**config.mk**
```make
export PLATFORM = sky130hd
export DESIGN_NAME = fft16_stage_ctrl
export DESIGN_NICKNAME = d
export VERILOG_FILES = /design/src/rtl/fft16_pkg.sv /design/src/rtl/fft16_bf_addr_gen.sv /design/src/rtl/fft16_stage_ctrl.sv
export SDC_FILE = /design/constraint.sdc
export NUM_CORES = 1
export LEC_CHECK = 0
export BUFFER_PORTS_ARGS = -buffer_cell sky130_fd_sc_hd__buf_2
export CORE_ASPECT_RATIO = 2
export CORE_UTILIZATION = 40
export CTS_CLUSTER_DIAMETER = 200
export DETAILED_ROUTE_END_ITERATION = 6
export PLACE_DENSITY = 0.64
export SLEW_MARGIN = 30
export SYNTH_ARGS = -nofsm -noshare
export SYNTH_HDL_FRONTEND = slang
export SYNTH_SLANG_ARGS = --single-unit
```
**constraint.sdc**
```tcl
create_clock -name clk -period 3.1 [get_ports clk]
set_clock_uncertainty 0.05 [all_clocks]
set_input_delay 0.31 -clock clk [delete_from_list [all_inputs] [get_ports clk]]
set_output_delay 0.31 -clock clk [all_outputs]
set_load 0.02 [all_outputs]
```
**src/rtl/fft16_pkg.sv**
```systemverilog
// fft16_pkg: shared sizes and controller state encoding for the 16-point FFT sequencer
package fft16_pkg;
    localparam int FFT_N = 16;
    localparam int FFT_LOG2N = 4;
    localparam int TW_DEPTH = 8;
    localparam int ADDR_W = 4;
    localparam int TW_W = 3;
    typedef enum logic [1:0] {IDLE, RUN, GAP, DONE} state_t;
endpackage

```
**src/rtl/fft16_bf_addr_gen.sv**
```systemverilog
// fft16_bf_addr_gen: maps (stage, butterfly k) to DIF operand addresses and twiddle index
module fft16_bf_addr_gen
    import fft16_pkg::*;
(
    input  logic [1:0]        stage,
    input  logic [2:0]        k,
    output logic [ADDR_W-1:0] addr_a,
    output logic [ADDR_W-1:0] addr_b,
    output logic [TW_W-1:0]   tw_idx
);
    logic [3:0] kx, span, mask;
    always_comb begin
        kx = {1'b0, k};
        span = 4'd8 >> stage;
        mask = span - 4'd1;
        addr_a = ((kx >> (2'd3 - stage)) << (3'd4 - {1'b0, stage})) | (kx & mask);
        addr_b = addr_a + span;
        tw_idx = 3'((kx & mask) << stage);
    end
endmodule

```
**src/rtl/fft16_stage_ctrl.sv**
```systemverilog
// fft16_stage_ctrl: walks 4 DIF stages x 8 butterflies, one butterfly per accepted cycle
module fft16_stage_ctrl
    import fft16_pkg::*;
#(
    parameter int STAGE_GAP = 2
) (
    input  logic              clk,
    input  logic              rst,
    input  logic              start,
    input  logic              bf_ready,
    output logic              bf_valid,
    output logic [1:0]        stage,
    output logic [2:0]        bf_idx,
    output logic [ADDR_W-1:0] addr_a,
    output logic [ADDR_W-1:0] addr_b,
    output logic [TW_W-1:0]   tw_idx,
    output logic              last_bf,
    output logic              busy,
    output logic              done
);
    localparam int N_STAGES = 4;
    state_t state, state_nxt;
    logic [1:0] stage_nxt;
    logic [2:0] k_nxt, gap_cnt, gap_nxt;
    logic valid_nxt, busy_nxt, done_nxt, last_nxt;
    logic [ADDR_W-1:0] a_nxt, b_nxt;
    logic [TW_W-1:0] tw_nxt;

    // addresses are computed from the next-state counters so they register alongside them
    fft16_bf_addr_gen u_addr (
        .stage(stage_nxt),
        .k(k_nxt),
        .addr_a(a_nxt),
        .addr_b(b_nxt),
        .tw_idx(tw_nxt)
    );

    always_comb begin
        state_nxt = state;
        stage_nxt = stage;
        k_nxt = bf_idx;
        gap_nxt = gap_cnt;
        valid_nxt = bf_valid;
        busy_nxt = busy;
        done_nxt = 1'b0;
        case (state)
            IDLE: if (start) begin
                state_nxt = RUN;
                stage_nxt = 2'd0;
                k_nxt = 3'd0;
                valid_nxt = 1'b1;
                busy_nxt = 1'b1;
            end
            RUN: if (bf_ready) begin
                if (bf_idx != 3'd7) k_nxt = bf_idx + 3'd1;
                else if (stage == 2'(N_STAGES - 1)) begin
                    state_nxt = DONE;
                    valid_nxt = 1'b0;
                    done_nxt = 1'b1;
                end else if (STAGE_GAP > 0) begin
                    state_nxt = GAP;
                    valid_nxt = 1'b0;
                    gap_nxt = 3'd0;
                end else begin
                    stage_nxt = stage + 2'd1;
                    k_nxt = 3'd0;
                end
            end
            GAP: if (gap_cnt == 3'(STAGE_GAP - 1)) begin
                state_nxt = RUN;
                stage_nxt = stage + 2'd1;
                k_nxt = 3'd0;
                valid_nxt = 1'b1;
            end else gap_nxt = gap_cnt + 3'd1;
            DONE: begin
                state_nxt = IDLE;
                busy_nxt = 1'b0;
            end
        endcase
        last_nxt = valid_nxt && stage_nxt == 2'd3 && k_nxt == 3'd7;
    end

    always_ff @(posedge clk) begin
        if (rst) begin
            state <= IDLE;
            gap_cnt <= '0;
            bf_valid <= 1'b0;
            stage <= '0;
            bf_idx <= '0;
            addr_a <= '0;
            addr_b <= '0;
            tw_idx <= '0;
            last_bf <= 1'b0;
            busy <= 1'b0;
            done <= 1'b0;
        end else begin
            state <= state_nxt;
            gap_cnt <= gap_nxt;
            bf_valid <= valid_nxt;
            stage <= stage_nxt;
            bf_idx <= k_nxt;
            addr_a <= a_nxt;
            addr_b <= b_nxt;
            tw_idx <= tw_nxt;
            last_bf <= last_nxt;
            busy <= busy_nxt;
            done <= done_nxt;
        end
    end
endmodule

```
# After elaboration in Yosys (flattened, before gate mapping)
# Cells that the tools add are included.
[totals] elab_cells=76 inputBits=4 out_inout_bits=20 mem_count=0 reg_bits=25 latch_bits=0 rom_bits=0 ramBits=0
[op_classes] shift=4 add_sub_neg=7 mul=0 n_lt_le_gt_ge=0 div=0 bitwise=4 mux=27 n_reduce_logical=9 n_eq_ne=14
[ops] op="$mux 3" count=8
[ops] op="$mux 2" count=6
[ops] op="$ne 2x2->1 const B" count=6
[ops] op="$pmux 3 s3" count=1
[ops] op="$eq 2x2->1 const B" count=4
[ops] op="$pmux 2 s4" count=1
[ops] op="$mux 1" count=7
[ops] op="$add 3x1->3 const B" count=2
[ops] op="$pmux 3 s2" count=1
[ops] op="$reduce_and 5->1" count=1
[ops] op="$add 4x4->4" count=1
[ops] op="$and 3x4->4" count=1
[ops] op="$or 4x4->4" count=1
[ops] op="$pmux 2 s2" count=1
[ops] op="$reduce_and 4->1" count=1
[ops] op="$reduce_bool 2->1" count=2
[ops] op="$reduce_or 4->1" count=1
[ops] op="$shl 4x2->3" count=1
[ops] op="$shl 4x3->4" count=1
[ops] op="$shr 3x2->4" count=1
[ops] op="$shr 4x2->4 const A" count=1
[ops] op="$sub 4x1->4 const B" count=1
[ops] op="$eq 3x1->1 const B" count=1
[ops] op="$eq 3x3->1 const B" count=1
[ops] op="11 further kinds" count=13

# Depth between registers and ports, before layout
# Gate-level depths: netlist (run 1).
[depth] depth_word=8 depth_mapped=15

# By module
# From an unflattened synthesis (run 1), not the netlist that was laid out.
[hier_totals] hier_cells=148 hier_area_um2=1366.3
[by_module_without_submodules] module="fft16_stage_ctrl" n_inst=1 seq_area_each_um2=500.5 area_each_um2=1018.5 cells_per_inst=104
[by_module_without_submodules] module="fft16_bf_addr_gen" n_inst=1 seq_area_each_um2=0.0 area_each_um2=347.8 cells_per_inst=44

# Worst setup path before layout (run 1)
# No wires, ideal clock.
[synth_path] path_type="register to register" startpoint="register stage[0]" endpoint="register addr_b[3]" path_stages_with_launch=13 period_less_slack_ps=3174 n_path_buf=1 path_slack_ps=-74 setup_time_ps=71 required_time_ps=2979 arrival_time_ps=3053 cell_sequence="dfxtp_1 ha_1 a22o_2 a22o_1 buf_2 ha_1 a221o_1 and2_2 a21o_1 ha_1 a21oi_1 or3_1 a21oi_1"
[synth_via] elab_chain_len=8 word_cells_on_any_way=13 cone_classes="add/sub (5); shift (3); mux (3); bitwise (2)"
[synth_rtl] item="from (decl)" line="fft16_stage_ctrl.sv:12" source="output logic [1:0] stage,"
[synth_rtl] item="from (signal assigned)" line="fft16_stage_ctrl.sv:100" source="stage <= stage_nxt;"
[synth_rtl] item="$add 2x1->2 *" line="fft16_stage_ctrl.sv:71" source="stage_nxt = stage + 2'd1;"
[synth_rtl] item="$mux 2 *" line="fft16_stage_ctrl.sv:69" source="GAP: if (gap_cnt == 3'(STAGE_GAP - 1)) begin"
[synth_rtl] item="$pmux 2 s2 *" line="fft16_stage_ctrl.sv:46" source="case (state)"
[synth_rtl] item="via stage_nxt[1]" line="fft16_stage_ctrl.sv:23" source="logic [1:0] stage_nxt;"
[synth_rtl] item="$sub 2x2->2 / $shr 4x2->4 (equally long branches)" line="fft16_bf_addr_gen.sv:16, fft16_bf_addr_gen.sv:14"
[synth_rtl] item="$shr 3x2->4 / $sub 4x1->4 (equally long branches)" line="fft16_bf_addr_gen.sv:16, fft16_bf_addr_gen.sv:15"
[synth_rtl] item="$shl 4x3->4 / $and 3x4->4 (equally long branches)" line="fft16_bf_addr_gen.sv:16" source="addr_a = ((kx >> (2'd3 - stage)) << (3'd4 - {1'b0, stage})) | (kx & mask);"
[synth_rtl] item="$or 4x4->4 *" line="fft16_bf_addr_gen.sv:16"
[synth_rtl] item="via a_nxt[2]" line="fft16_stage_ctrl.sv:26" source="logic [ADDR_W-1:0] a_nxt, b_nxt;"
[synth_rtl] item="$add 4x4->4 *" line="fft16_bf_addr_gen.sv:17" source="addr_b = addr_a + span;"
[synth_rtl] item="to (signal assigned)" line="fft16_stage_ctrl.sv:103" source="addr_b <= b_nxt;"
[synth_rtl] item="to (decl)" line="fft16_stage_ctrl.sv:15" source="output logic [ADDR_W-1:0] addr_b,"
# Mark *: on every way through the listed nets, which the timed path passes. The rest lies on a longest branch.
# A chain may end at the register's enable or synchronous reset.

# Worst setup path after layout (run 1)
[layout_path] startpoint="register gap_cnt[1]" endpoint="register addr_b[3]"
[layout_via] elab_chain_len=8 word_cells_on_any_way=14 cone_classes="add/sub (4); eq/ne (1); shift (3); mux (4); bitwise (2)"
[layout_rtl] item="from (decl)" line="fft16_stage_ctrl.sv:24" source="logic [2:0] k_nxt, gap_cnt, gap_nxt;"
[layout_rtl] item="from (signal assigned)" line="fft16_stage_ctrl.sv:98" source="gap_cnt <= gap_nxt;"
[layout_rtl] item="$eq 3x1->1 *" line="fft16_stage_ctrl.sv:69"
[layout_rtl] item="$mux 2 *" line="fft16_stage_ctrl.sv:69"
[layout_rtl] item="$pmux 2 s2 *" line="fft16_stage_ctrl.sv:46"
[layout_rtl] item="via stage_nxt[0]" line="fft16_stage_ctrl.sv:23"
[layout_rtl] item="$sub 2x2->2 / $shr 4x2->4 (equally long branches)" line="fft16_bf_addr_gen.sv:16, fft16_bf_addr_gen.sv:14"
[layout_rtl] item="$shr 3x2->4 / $sub 4x1->4 (equally long branches)" line="fft16_bf_addr_gen.sv:16, fft16_bf_addr_gen.sv:15"
[layout_rtl] item="$shl 4x3->4 / $and 3x4->4 (equally long branches)" line="fft16_bf_addr_gen.sv:16"
[layout_rtl] item="$or 4x4->4 *" line="fft16_bf_addr_gen.sv:16"
[layout_rtl] item="via a_nxt[2]" line="fft16_stage_ctrl.sv:26"
[layout_rtl] item="$add 4x4->4 *" line="fft16_bf_addr_gen.sv:17"
# Marked as above.

==> results.toml, run 1 <==
[critical_path]
crit_chain = "inv_2, ha_4, nor3b_4, mux2_4, a22o_4, ha_4, and3_1, a31oi_1, and2_4, a21o_1, ha_4, a21oi_2, or3_1, a21oi_2"
crit_type = "flip-flop to flip-flop"
critPathLaunchType = "flip-flop"
endpoint_kind = "flip-flop"
critPathMostFrequentCell = "ha_4"
critPathMaxFanout = 5
crit_arrival_ps = 3260
cp_slowest_cell = "or3_1"
slowest_delay_ps = 360
required_ps = 3260

[drt]
num_vias = 1239
wire_per_inst_um = 14.8
vias_per_cell = 5.53
first_pass_iters = 4
antenna_left = 0
drt_first_iter_violations = 31
drc = 0
drt-total-wl_um = 3320

[placed_design]
placed_area_mm2 = 0.00162
place.gp.congestion = 0.833
dpl.hpwl_um = 2450
placement.io_buffers = 23

[sta]
layout_min_cycle_time_ps = 3100
setup_viol = 0
finalCritPeriodShare_pct = 100
worstMarginPinSlew_ps = 484
slew_headroom_pct = 67.7
hold_viol = 0
achievable-frequency_mhz = 323
slew_viol_final = 0
setup-tns-final_ps = 0
rsz0062_at_grt = "yes"

[clock_tree]
h-tree-depth = 1
clkTransAtPathRegs_ps = 90
cts_sinks = 25
cts_buffers = 3
cts_tree = "yes"
root_buffer = "clkbuf_8"
clk_path_buf_depth = 2
clock_latency_ps = 280

[final_layout]
drive_gt1_share_pct = 39.4
fin_nets = 210
fin_util_pct = 56.6
post-route-cell-area_mm2 = 0.00179
syn2layout_area_growth_pct = 34.2
antennaDiodeCount = 0

[global_route]
grt_first_pass_wirelength_um = 5290
grt_use_total_pct = 19.2
antenna_found_initial = 0
grt_pass1_vias = 1244
grt_max_degree = 25
grt_overflow = 0

[yosys]
synth_edf_count = 0
async_flop_share_pct = 0
syn_area_mm2 = 0.00133
yosysWarningCount = 0
postSynthAreaPerCell_um2 = 9.00
syn_nets = 164
ys.flop_type = "dfxtp_1"
synth_cell_type_count = 52
netlist_instances = 148
synth-seq-cells = 25
ys_seq_area_share_pct = 37.6

[pwr]
p_sw_uw = 142
power.internal_uw = 442
peakVddDrop_mv = 0.256
sw_frac_of_total_pct = 24.4
p_per_area_mw_per_mm2 = 327
p_total_uw = 584
clockPowerShare_pct = 33.9
seqPwrFrac_pct = 56.9
p_leak_nw = 0.819
power_frac_comb_pct = 9.1

[floorplan]
start_util_pct = 42.2
die_h_um = 83.6
rows = 29
fp.dieW_um = 42.8
dieArea_mm2 = 0.00358
core_mm2 = 0.00316
io_pins = 24

[run]
drv_cap = 0

[run_status]
status = "finished, final reports clean"

[worst_hold_path]
hp-class = "primary input to flip-flop"
-- synth_stat cells, types with 2 or more instances --
| cell | count | area share (%) |
|---|---|---|
| a211oi_1 | 2 | 1.1 |
| a21o_1 | 3 | 1.7 |
| a21oi_1 | 14 | 5.3 |
| a22o_2 | 2 | 1.5 |
| clkbuf_1 | 3 | 0.85 |
| dfxtp_1 | 25 | 38 |
| ha_1 | 11 | 10 |
| inv_1 | 6 | 1.7 |
| mux2_2 | 3 | 2.5 |
| nand2_1 | 6 | 1.7 |
| nand2b_1 | 3 | 1.4 |
| nor2_1 | 17 | 4.8 |
| nor2b_1 | 5 | 2.3 |
| nor3_1 | 5 | 1.9 |
| o21ai_0 | 4 | 1.5 |
| or2_2 | 2 | 0.94 |
| or3_1 | 2 | 0.94 |
-- cell type report --
| class | count | area, um2 |
|---|---|---|
| Fill cell | 292 | 1370 |
| Multi-Input combinational cell | 111 | 885 |
| Sequential cell | 25 | 503 |
| Tap cell | 31 | 38.8 |
| Inverter | 7 | 28.8 |
| Timing Repair Buffer | 46 | 288 |
| Clock buffer | 4 | 45.0 |
-- cell usage in the layout, fill, tap and decap left out, types with 3 or more instances in the layout --
cell / Yosys / layout
mux2_2: 3 / 3
inv_1: 6 / 5
a21o_1: 3 / 3
nor3_1: 5 / 4
buf_2: 1 / 23
nor2_1: 17 / 17
nand2_1: 6 / 6
clkbuf_8: 0 / 3
buf_4: 1 / 23
nand2b_1: 3 / 3
o21ai_0: 4 / 3
nor2b_1: 5 / 5
ha_4: 0 / 4
a21oi_1: 14 / 12
ha_1: 11 / 6
dfxtp_1: 25 / 23
-- registers in the layout (all words and copies together), names as in the netlist --
register / count
addr_a: 4
addr_b: 4
bf_idx: 3
gap_cnt: 3
tw_idx: 3
stage: 2
state: 2
bf_valid: 1
busy: 1
done: 1
last_bf: 1
-- power groups by stage --
stage / clock network [mW] / logic, mW / registers, mW
final: 0.198 / 0.0534 / 0.333
after global placement: 0 / 0.0517 / 0.340
after global routing: 0.218 / 0.0589 / 0.334
after detailed placement: 0 / 0.0527 / 0.340
after floorplan: 0 / 0.0270 / 0.348
after CTS: 0.203 / 0.0531 / 0.332
-- cell families after synthesis --
logic type | after synthesis | synth area share, %
flip-flops | 25 | 37.6
AO/OA/AOI/OAI | 41 | 21.0
adder cells (fa/ha/maj) | 12 | 11.8
XOR/XNOR | 2 | 1.31
AND/OR/NAND/NOR | 52 | 20.8
multiplexers | 4 | 3.66
buffers and inverters | 12 | 3.76
-- worst paths after layout --
path | start | endpoint | slack [ps] | cells after the start
worst max-delay path | gap_cnt[1] | addr_b[3] | 1 | 14
worst min-delay path | rst | gap_cnt[1] | 400 | 2
worst max register to register | gap_cnt[1] | addr_b[3] | 1 | 14
worst min register to register | bf_valid | bf_valid | 470 | 2
-- per-stage QoR --
step | hold slack (ps) | setup slack (ps) | instances
after global routing | 424 | -59.7 | 224
final | 402 | 1.05 | 224
after global placement | 440 | 7.25 | 216
after detailed placement | 450 | -78.3 | 216
after CTS | 401 | 2.29 | 221
after floorplan | 332 | 17.2 | 148
-- critical path: cells and delay by family, from the launching register on --
kind | cells | cell delay (ps)
buf+inv | 1 | 50
fa+ha+maj | 3 | 730
simple gates | 4 | 840
flops | 1 | 340
mux | 1 | 290
compound gates | 5 | 720
-- routing by layer --
layer	vias up	track usage (%)	part of all wire [%]
met2	28	37.2	58
met3	10	1.95	2.2
met1	577	18.7	36
met5	-	0	0
li1	624	-	-
met4	0	9.09	3.6
-- timing repair --
item                                    CTS  global route
gates resized for setup                   4            17
pin swaps                                 3             6
cloned                                    0             0
buffers inserted                          1             3
hold buffers                              0             0
endpoints found under the setup margin    1             3
Note: power is estimated with default switching activity, not from simulation.
==> inputs of run 2 (changes only) <==
--- a/config.mk
+++ b/config.mk
@@ -10,8 +10,9 @@
 export CORE_UTILIZATION = 40
 export CTS_CLUSTER_DIAMETER = 200
 export DETAILED_ROUTE_END_ITERATION = 6
-export PLACE_DENSITY = 0.64
+export PLACE_DENSITY = 0.61
 export SLEW_MARGIN = 30
 export SYNTH_ARGS = -nofsm -noshare
 export SYNTH_HDL_FRONTEND = slang
 export SYNTH_SLANG_ARGS = --single-unit
+export TNS_END_PERCENT = 5
==> constraint.sdc (replaced) <==
create_clock -name clk -period 3.2 [get_ports clk]
set_clock_uncertainty 0.05 [all_clocks]
set_input_delay 0.32 -clock clk [delete_from_list [all_inputs] [get_ports clk]]
set_output_delay 0.32 -clock clk [all_outputs]
set_load 0.02 [all_outputs]
==> results.toml, run 2 (same netlist as run 1, synthesis figures left out) <==
[run_status]
status = "finished, final reports clean"

[global_route]
grt_overflow = 0
grt_first_pass_wirelength_um = 5440
grt_max_degree = 25
grt_use_total_pct = 19.6
grt_pass1_vias = 1284
antenna_found_initial = 0

[floorplan]
rows = 29
die_h_um = 83.6
start_util_pct = 42.2
dieArea_mm2 = 0.00358
io_pins = 24
core_mm2 = 0.00316
fp.dieW_um = 42.8

[critical_path]
r2r_start = "gap_cnt[1]"
crit_arrival_ps = 3300
required_ps = 3360
critPathMostFrequentCell = "ha_4"
cp_slowest_cell = "dfxtp_2"
path_buf_inv = 1
critPathMaxFanout = 5
crit_type = "flip-flop to flip-flop"
cpLargestDelayFamily = "compound AO/OA/AOI/OAI gates"
critPathLaunchType = "flip-flop"
startpoint = "gap_cnt[1]"
reg2reg_slack_ps = 60
endpoint_kind = "flip-flop"
slowest_delay_ps = 340
crit_chain = "inv_1, ha_4, nor3b_4, mux2_4, a22o_4, ha_4, a221o_1, and2_2, a21o_1, ha_4, a21oi_2, or3_1, a21oi_2"

[sta]
hold_viol = 0
slew_viol_final = 0
setup_viol = 0
achievable-frequency_mhz = 318
layout_min_cycle_time_ps = 3140
finalCritPeriodShare_pct = 98.1
worstMarginPinSlew_ps = 497
setup-tns-final_ps = 0
slew_headroom_pct = 66.4

[final_layout]
fin_nets = 204
drive_gt1_share_pct = 36.9
top_regs = "addr_a x4, addr_b x4"
syn2layout_area_growth_pct = 30.9
antennaDiodeCount = 0
fillCellCount = 291
layout_common_cells = "dfxtp_1, buf_2, nor2_1"
post-route-cell-area_mm2 = 0.00174

[drt]
num_vias = 1255
first_pass_iters = 4
drt-total-wl_um = 3390
drc = 0
vias_per_cell = 5.76
drt_first_iter_violations = 32
wire_per_inst_um = 15.6
antenna_left = 0

[pwr]
p_leak_nw = 0.786
p_total_uw = 562
p_per_area_mw_per_mm2 = 322
peakVddDrop_mv = 0.198

[clock_tree]
root_buffer = "clkbuf_8"
clk_path_buf_depth = 2
cts_sinks = 25
h-tree-depth = 1
hold_buffers = 0
cts_buffers = 3
clock_latency_ps = 270
cts_tree = "yes"
clkTransAtPathRegs_ps = 90

[worst_hold_path]
hp-class = "primary input to flip-flop"
worstHoldStart = "start"

[placed_design]
placed_area_mm2 = 0.00158
placement.io_buffers = 23
place.gp.congestion = 0.808
dpl.hpwl_um = 2540

[run]
drv_cap = 0
## run 2: repair_timing
action,in CTS,in global routing
pin swaps,0,4
endpoints found under the setup margin,1,3
gates resized for setup,5,14
hold endpoints to repair,0,0
buffers inserted,0,2
## run 2: report_power, final
group | total (mW) | switching, mW | leakage, nW | internal [mW]
logic | 0.0512 | 0.0306 | 0.559 | 0.0206
clock network | 0.187 | 0.0984 | 0.0228 | 0.0891
registers | 0.323 | 0.00524 | 0.204 | 0.318
## run 2: per-stage QoR
step                      util [%]  cells  worst slack [ps]  hold slack, ps
after floorplan                  -    148              26.0             342
after global placement        49.9    212              20.5             434
after detailed placement      49.9    212             -93.4             455
after CTS                     52.3    216              11.6             413
after global routing          55.3    218             -48.6             439
final                         55.3    218              59.9             409
## run 2: path summary, 6_finish.rpt
check / end / cells past startpoint
max reg2reg: addr_b[3] / 13
max: addr_b[3] / 13
min: busy / 5
min reg2reg: bf_valid / 2
## run 2: cell type report
class	count	area (um2)	area share, %
inverter	7	28.8	1.65
tap	31	38.8	2.22
multi-input combinational	111	882	50.6
clock buffer	4	45.0	2.58
sequential	25	503	28.8
timing repair buffer	40	246	14.1
## run 2: worst min-delay path, stage by stage
cell and delay, ps:
buf_2 110, a21oi_1 70, nor2_1 80, a21oi_1 50, nor2_1 70
## run 2: metal layers
| metal | GRT usage, % | up-vias | part of all wire [%] |
|---|---|---|---|
| met3 | 2.16 | 11 | 1.9 |
| met4 | 13.9 | 0 | 3.7 |
| li1 | - | 608 | - |
| met1 | 18.5 | 609 | 35 |
| met5 | 0 | - | 0 |
| met2 | 36.1 | 27 | 60 |
